File: src/rtl/core_pkg.sv
// Shared types for the memory arbiter: requester IDs and default bus widths.
package core_pkg;

  typedef enum logic {
    ARB_ID_DATA  = 1'b0,
    ARB_ID_INSTR = 1'b1
  } arb_id_e;

  localparam int unsigned MEM_DATA_WIDTH = 32;
  localparam int unsigned MEM_BE_WIDTH   = MEM_DATA_WIDTH / 8;

endpackage

File: src/rtl/arb_id_fifo.sv
// In-order FIFO of requester IDs for granted transactions still awaiting a response.
module arb_id_fifo
  import core_pkg::*;
#(
  parameter int unsigned DEPTH = 2,
  parameter int unsigned CntW  = $clog2(DEPTH + 1)
) (
  input  logic            clk_i,
  input  logic            rst_i,
  input  logic            push_i,
  input  arb_id_e         push_id_i,
  input  logic            pop_i,
  output arb_id_e         head_o,
  output logic [CntW-1:0] count_o
);

  localparam int unsigned PtrW = (DEPTH > 1) ? $clog2(DEPTH) : 1;

  arb_id_e         mem_q [DEPTH];
  logic [PtrW-1:0] rd_q, rd_d, wr_q, wr_d;
  logic [CntW-1:0] count_q, count_d;

  // Explicit wrap keeps non-power-of-two depths correct.
  always_comb begin
    rd_d    = rd_q;
    wr_d    = wr_q;
    count_d = count_q + CntW'(push_i) - CntW'(pop_i);
    if (pop_i) rd_d = (rd_q == PtrW'(DEPTH - 1)) ? '0 : rd_q + 1'b1;
    if (push_i) wr_d = (wr_q == PtrW'(DEPTH - 1)) ? '0 : wr_q + 1'b1;
  end

  always_ff @(posedge clk_i) begin
    if (rst_i) begin
      rd_q    <= '0;
      wr_q    <= '0;
      count_q <= '0;
    end else begin
      rd_q    <= rd_d;
      wr_q    <= wr_d;
      count_q <= count_d;
    end
  end

  always_ff @(posedge clk_i) begin
    if (push_i) mem_q[wr_q] <= push_id_i;
  end

  assign head_o  = mem_q[rd_q];
  assign count_o = count_q;

endmodule

File: src/rtl/mem_arbiter.sv
// Arbitrates fetch and data requesters onto one memory port with in-order response routing.
// Define MEM_ARBITER_RR_EN for round-robin tie-breaking; default is fixed DATA-over-INSTR.
module mem_arbiter
  import core_pkg::*;
#(
  parameter int unsigned ADDR_WIDTH      = 32,
  parameter int unsigned DATA_WIDTH      = MEM_DATA_WIDTH,
  parameter int unsigned MAX_OUTSTANDING = 2
) (
  input  logic                    clk,
  input  logic                    rst,
  input  logic                    instr_req_i,
  input  logic [ADDR_WIDTH-1:0]   instr_addr_i,
  output logic                    instr_gnt_o,
  output logic                    instr_rvalid_o,
  output logic [DATA_WIDTH-1:0]   instr_rdata_o,
  input  logic                    data_req_i,
  input  logic                    data_we_i,
  input  logic [DATA_WIDTH/8-1:0] data_be_i,
  input  logic [ADDR_WIDTH-1:0]   data_addr_i,
  input  logic [DATA_WIDTH-1:0]   data_wdata_i,
  output logic                    data_gnt_o,
  output logic                    data_rvalid_o,
  output logic [DATA_WIDTH-1:0]   data_rdata_o,
  output logic                    mem_req_o,
  output logic                    mem_we_o,
  output logic [DATA_WIDTH/8-1:0] mem_be_o,
  output logic [ADDR_WIDTH-1:0]   mem_addr_o,
  output logic [DATA_WIDTH-1:0]   mem_wdata_o,
  input  logic                    mem_gnt_i,
  input  logic                    mem_rvalid_i,
  input  logic [DATA_WIDTH-1:0]   mem_rdata_i,
  output logic                    busy_o
);

  localparam int unsigned CntW = $clog2(MAX_OUTSTANDING + 1);

  arb_id_e         winner, head_id, lock_owner_q, lock_owner_d;
  logic            lock_q, lock_d;
  logic            winner_req, eligible, mem_fire, pop;
  logic [CntW-1:0] cnt;

`ifdef MEM_ARBITER_RR_EN
  arb_id_e last_q;

  always_ff @(posedge clk) begin
    if (rst) last_q <= ARB_ID_DATA;
    else if (mem_fire) last_q <= winner;
  end
`endif

  always_comb begin
    winner = ARB_ID_DATA;
    if (lock_q) begin
      winner = lock_owner_q;
    end else if (data_req_i && instr_req_i) begin
`ifdef MEM_ARBITER_RR_EN
      winner = (last_q == ARB_ID_DATA) ? ARB_ID_INSTR : ARB_ID_DATA;
`else
      winner = ARB_ID_DATA;
`endif
    end else if (instr_req_i) begin
      winner = ARB_ID_INSTR;
    end
  end

  assign eligible   = cnt < CntW'(MAX_OUTSTANDING);
  assign winner_req = (winner == ARB_ID_DATA) ? data_req_i : instr_req_i;
  assign mem_req_o  = eligible & winner_req;
  assign mem_fire   = mem_req_o & mem_gnt_i;

  always_comb begin
    mem_we_o    = 1'b0;
    mem_be_o    = '1;
    mem_addr_o  = instr_addr_i;
    mem_wdata_o = '0;
    if (winner == ARB_ID_DATA) begin
      mem_we_o    = data_we_i;
      mem_be_o    = data_be_i;
      mem_addr_o  = data_addr_i;
      mem_wdata_o = data_wdata_i;
    end
  end

  assign data_gnt_o  = mem_fire & (winner == ARB_ID_DATA);
  assign instr_gnt_o = mem_fire & (winner == ARB_ID_INSTR);

  // A stalled request pins the owner until memory accepts it.
  assign lock_d       = mem_req_o & ~mem_gnt_i;
  assign lock_owner_d = lock_d ? winner : lock_owner_q;

  always_ff @(posedge clk) begin
    if (rst) begin
      lock_q       <= 1'b0;
      lock_owner_q <= ARB_ID_DATA;
    end else begin
      lock_q       <= lock_d;
      lock_owner_q <= lock_owner_d;
    end
  end

  assign pop = mem_rvalid_i & (cnt != '0);

  arb_id_fifo #(
    .DEPTH(MAX_OUTSTANDING),
    .CntW (CntW)
  ) u_id_fifo (
    .clk_i    (clk),
    .rst_i    (rst),
    .push_i   (mem_fire),
    .push_id_i(winner),
    .pop_i    (pop),
    .head_o   (head_id),
    .count_o  (cnt)
  );

  assign data_rvalid_o  = pop & (head_id == ARB_ID_DATA);
  assign instr_rvalid_o = pop & (head_id == ARB_ID_INSTR);
  assign data_rdata_o   = mem_rdata_i;
  assign instr_rdata_o  = mem_rdata_i;
  assign busy_o         = cnt != '0;

  a_lock_held: assert property (@(posedge clk) disable iff (rst) lock_q |-> winner_req)
    else $error("requester dropped req while its request was locked");

  a_no_stray_rvalid: assert property (@(posedge clk) disable iff (rst) mem_rvalid_i |-> busy_o)
    else $warning("memory response with nothing outstanding was ignored");

endmodule

File: config.mk
export PLATFORM = sky130hd
export DESIGN_NAME = mem_arbiter
export DESIGN_NICKNAME = d
export VERILOG_FILES = /design/src/rtl/core_pkg.sv /design/src/rtl/arb_id_fifo.sv /design/src/rtl/mem_arbiter.sv
export SDC_FILE = /design/constraint.sdc
export NUM_CORES = 1
export LEC_CHECK = 0
export CORE_AREA = 3 3 107 109
export CTS_CLUSTER_DIAMETER = 40
export CTS_CLUSTER_SIZE = 40
export DETAILED_ROUTE_END_ITERATION = 10
export DIE_AREA = 0 0 110 112
export GPL_TIMING_DRIVEN = 0
export PLACE_DENSITY_LB_ADDON = 0.15
export SKIP_CTS_REPAIR_TIMING = 1
export SYNTH_ARGS = -nofsm -noshare
export SYNTH_HDL_FRONTEND = slang
export SYNTH_HIERARCHICAL = 1
export SYNTH_SLANG_ARGS = --single-unit
File: constraint.sdc
create_clock -name clk -period 4.1 [get_ports clk]
set_clock_uncertainty 0.1 [all_clocks]
set_input_delay 0.41 -clock clk [delete_from_list [all_inputs] [get_ports clk]]
set_output_delay 0.41 -clock clk [all_outputs]
set_load 0.03 [all_outputs]
### Word-level counts from Yosys, hierarchy flattened

Memory sizes are Yosys's and may differ from the RTL's. A register that Yosys moved wholly into a read port is not among the register bits.
Index checks and enable logic that the tools add are counted.

| word-level totals | value |
|---|---|
| logic and storage cells | 38 |
| bits of input ports | 139 |
| bits in registers | 6 |
| memory bits (writable) | 2 |
| memories | 1 |
| output and inout port bits | 139 |

Memory list:

| name | depth | width | read ports | clocked after memory_dff | write ports | line | RTL |
|---|---|---|---|---|---|---|---|
| u_id_fifo.mem_q | 2 | 1 | 1 | 1 | 1 | arb_id_fifo.sv:19 | `arb_id_e mem_q [DEPTH];` |

| operators by class | value |
|---|---|
| magnitude comparators | 1 |
| $add $sub $neg | 4 |
| reductions and logical operators | 2 |
| bitwise operators | 11 |
| muxes and demuxes | 14 |

Operators with widths:

| cell | count |
|---|---|
| $mux W32 | 2 |
| $mux W1 | 11 |
| $and A1 B1 Y1 | 8 |
| $mux W4 | 1 |
| $not A1 Y1 | 3 |
| $add A1 B1 Y1 const B | 2 |
| $add A2 B1 Y2 | 1 |
| $lt A2 B2 Y1 const B | 1 |
| $reduce_bool A2 Y1 | 1 |
| $sub A2 B1 Y2 | 1 |
| $logic_and A1 B1 Y1 | 1 |

### Longest topological paths before layout

| depth | value |
|---|---|
| word-level depth | 8 |
| depth in mapped cells | 7 |
| gate-level depth less buffers | 7 |

### By module

The synthesis kept the hierarchy.

By module, submodules not included:

| module | instances | cells an instance | area each (um^2) |
|---|---|---|---|
| mem_arbiter | 1 | 165 | 1,315.0 |
| arb_id_fifo | 1 | 22 | 277.8 |

### Worst setup path after synthesis

Ideal clock, no wire load.

| timing path | value |
|---|---|
| kind | input port to output port |
| from | input instr_req_i |
| to | output mem_addr_o[25] |
| path buffers | 1 |
| slack | 2.144 ns |
| stages on the path | 4 |
| arrival | 1.446 ns |
| cell sequence | nor3b_2 -> a21oi_2 -> buf_6 -> mux2_1 |

| on the way | value |
|---|---|
| longest elaborated chain between the ends | 4 |
| elaborated cells between the ends (all ways) | 5 |

Ends and longest elaborated chain:

| element | line | RTL |
|---|---|---|
| start: declaration | mem_arbiter.sv:12 | `input logic instr_req_i,` |
| $mux W1 or $logic_and A1 B1 Y1 (tied branches) | mem_arbiter.sv:62, mem_arbiter.sv:56 |  |
| $mux W1 (*) | mem_arbiter.sv:56 | `end else if (data_req_i && instr_req_i) begin` |
| $mux W1 (*) | mem_arbiter.sv:54 | `if (lock_q) begin` |
| $mux W32 (*) | mem_arbiter.sv:77 | `if (winner == ARB_ID_DATA) begin` |
| end: declaration | mem_arbiter.sv:28 | `output logic [ADDR_WIDTH-1:0] mem_addr_o,` |

Every way passes the cells marked *; elsewhere a longest branch is shown, timed or not.

### Final worst setup path

| timing path | value |
|---|---|
| from | input instr_req_i |
| to | output mem_wdata_o[5] |

| on the way | value |
|---|---|
| longest elaborated chain between the ends | 4 |
| elaborated cells between the ends (all ways) | 5 |

Ends and longest elaborated chain:

| element | line | RTL |
|---|---|---|
| $mux W1 or $logic_and A1 B1 Y1 (tied branches) | mem_arbiter.sv:62, mem_arbiter.sv:56 |  |
| $mux W1 (*) | mem_arbiter.sv:56 |  |
| $mux W1 (*) | mem_arbiter.sv:54 |  |
| $mux W32 (*) | mem_arbiter.sv:77 |  |
| end: declaration | mem_arbiter.sv:29 | `output logic [DATA_WIDTH-1:0] mem_wdata_o,` |

Marked as above.

==> results.py <==
metrics = {
    "global_routing": {
        "track_usage_pct": 11.8,
        "grt_max_degree": 11,
        "gr-total-overflow": 0,
        "antenna_found_initial": 0,
        "grt_pass1_wl_mm": 11.4,
        "grt_pass1_vias": 2262,
    },
    "clocking": {
        "ctsHtreeMaxLevel": 1,
        "cts_root_buf": "clkbuf_8",
        "cts_tree": "done",
        "cts_buffers": 3,
        "cts_sinks": 9,
        "cts.path.max_buffers": 2,
        "clk_latency_ps": 230,
        "cts.clk_slew.worst_paths_ps": 50,
    },
    "final_layout": {
        "seqCellArea_sq_um": 200,
        "final_nets": 578,
        "final_area_sq_um": 4270,
        "layout-drive-gt1-share_pct": 25.7,
        "syn_to_final_growth_pct": 168,
        "n_antenna_cell": 0,
        "fill_cells": 1088,
        "multiInputGateArea_sq_um": 837,
    },
    "drt": {
        "viasPerCell": 3.73,
        "drtAntennaViolNets": 0,
        "wl_per_cell_um": 14.1,
        "routed_wl_mm": 8.10,
        "vias": 2149,
        "drtIter0Drc": 25,
        "first_pass_iters": 4,
        "drc": 0,
    },
    "status": {
        "status": "complete, no violations",
    },
    "placement": {
        "placed_area_sq_um": 4220,
        "dp_hpwl_mm": 7.32,
        "place_congestion": 0.747,
        "portBuffers": 245,
    },
    "floorplan": {
        "die_y_um": 112,
        "rows": 38,
        "die_w_um": 110,
        "dieArea_sq_um": 12300,
        "core-area_sq_um": 10700,
        "io_pins": 278,
        "initial_utilization_pct": 14.9,
    },
    "yosys": {
        "synth_area_sq_um": 1590,
        "postSynthCellCount": 187,
        "synth_seq_cells": 9,
        "syn_nets": 328,
        "ys_types": 27,
        "syn_area_per_cell_sq_um": 8.52,
        "synth-seq-area-share_pct": 12.6,
        "ys_warn_count": 6,
    },
    "power_and_ir_drop": {
        "switching_share_pct": 41.9,
        "p_leak_nw": 1.75,
        "peakVddDrop_uv": 152,
        "power_frac_comb_pct": 77.5,
        "seqPwrFrac_pct": 12.6,
        "switchingPower_uw": 429,
        "power.internal_uw": 596,
        "power_density_nw_per_um2": 240,
        "clockPowerShare_pct": 9.9,
    },
    "timing": {
        "fmax_mhz": 306,
        "drv_slew": 0,
        "tightest_slew_ps": 578,
        "tns_ps": 0,
        "period_share_pct": 79.7,
        "finalHoldViolCount": 0,
        "fin_crit_ps": 3270,
        "setup_violations": 0,
        "relSlewSlack_pct": 61.5,
        "rsz0062_at_grt": "false",
    },
    "worst_setup_path": {
        "critPathMaxFanout": 10,
        "critPathLaunch": "instr_req_i",
        "r2r-end": "u_id_fifo/count_o[1]$_SDFF_PP0_",
        "end_kind": "output pin",
        "crit_end": "mem_wdata_o[5]",
        "r2r_cells": 7,
        "reg2reg_setup_slack_ps": 2280,
        "cp.required_ps": 3590,
        "start_kind": "input pin",
        "worst-setup-path-type": "input pin to output pin",
        "timing.rr.start": "u_id_fifo/count_o[1]$_SDFF_PP0_",
        "arrival_ps": 2760,
    },
    "job": {
        "max_cap_violations": 0,
    },
    "worst_hold_path": {
        "worstHoldPathType": "register to register",
        "min-delay-start": "u_id_fifo/rd_q$_SDFFE_PP0P_",
    },
}
## per-stage QoR
step | cells | utilization, % | power (mW) | hold WS (ps) | worst slack [ps]
after floorplan | 187 | - | 0.580 | 381 | 2140
after global placement | 572 | 39.5 | 0.927 | 401 | 770
after detailed placement | 572 | 39.5 | 0.931 | 405 | 739
after CTS | 576 | 39.9 | 1.04 | 421 | 738
after global routing | 576 | 39.9 | 1.09 | 442 | 660
final | 576 | 39.9 | 1.03 | 420 | 833
## cell usage after synthesis (all sizes together)
library cell / instances / share of area, %
a21oi: 1 / 0.55
nor3b: 1 / 0.79
nor4b: 1 / 0.55
nor3: 3 / 0.94
clkbuf: 3 / 0.71
nor2: 7 / 1.6
nor2b: 3 / 1.2
o211a: 1 / 0.63
a31oi: 1 / 0.39
dfxtp: 7 / 8.8
nand2b: 5 / 2.0
mux2: 33 / 23
buf: 68 / 33
edfxtp: 2 / 3.8
a211oi: 2 / 0.94
inv: 5 / 1.2
o21ai: 1 / 0.31
and3: 1 / 0.39
and2: 35 / 14
xnor3: 1 / 1.4
or2: 1 / 0.39
xnor2: 2 / 1.1
ha: 2 / 1.6
nand2: 1 / 0.24
## power by group through the flow
stage	clock [mW]	sequential, mW	combinational (mW)
floorplan	0	0.128	0.452
global placement	0	0.130	0.797
detailed placement	0	0.131	0.800
CTS	0.106	0.130	0.805
global route	0.114	0.132	0.841
finish	0.102	0.129	0.795
## worst max-delay path: stages
cell and delay (ps):
clkdlybuf4s50_1 480, nor3b_2 190, a21oi_2 440, clkbuf_1 310, and2_1 190, clkdlybuf4s50_1 720
## worst min-delay path by stage
stage / endpoint / slack [ps] / cells past startpoint
after floorplan: register / 380 / 2
after global placement: u_id_fifo/rd_q$_SDFFE_PP0P_ / 400 / 2
after detailed placement: register / 400 / 2
after CTS: register / 420 / 2
after global routing: u_id_fifo/rd_q$_SDFFE_PP0P_ / 440 / 2
final: register / 420 / 2
## logic make-up after synthesis
group / after synthesis / share of synthesized area, %
buf+inv: 76 / 34.9
simple gates: 58 / 22.3
mux: 33 / 23.3
flops: 9 / 12.6
compound gates: 6 / 2.83
xor+xnor: 3 / 2.51
fa+ha+maj: 2 / 1.57
## cell usage in the layout, fill, tap and decap left out
master | synthesis | final
a211oi_1 | 2 | 2
a21oi_2 | 1 | 1
a31oi_1 | 1 | 1
and2_1 | 29 | 29
and2_2 | 6 | 6
and3_1 | 1 | 1
buf_4 | 64 | 64
buf_6 | 4 | 4
clkbuf_1 | 3 | 3
clkbuf_8 | 0 | 3
clkdlybuf4s50_1 | 0 | 245
clkinv_2 | 0 | 1
dfxtp_1 | 7 | 7
edfxtp_1 | 2 | 2
ha_1 | 2 | 2
inv_1 | 5 | 5
mux2_1 | 2 | 2
mux2_2 | 31 | 31
nand2_1 | 1 | 1
nand2b_1 | 5 | 5
nor2_1 | 7 | 7
nor2b_1 | 3 | 3
nor3_1 | 3 | 3
nor3b_2 | 1 | 1
nor4b_1 | 1 | 1
o211a_1 | 1 | 1
o21ai_0 | 1 | 1
or2_2 | 1 | 1
xnor2_1 | 2 | 2
xnor3_1 | 1 | 1
## layer usage
metal | track usage [%] | vias to the layer above | part of all wire [%]
met4 | 1.08 | 0 | 0.33
met1 | 10.7 | 934 | 31
met3 | 4.99 | 2 | 15
met2 | 24.3 | 170 | 53
met5 | 0 | - | 0
li1 | - | 1043 | -
## area by class of cell
class,count,area share (%)
Sequential cell,9,4.69
Clock buffer,3,0.968
Multi-Input combinational cell,102,19.6
Tap cell,140,4.11
Clock inverter,1,0.117
Timing Repair Buffer,245,57.5
Inverter,5,0.440
Buffer,71,12.6
(Power assumes the default switching activity.)
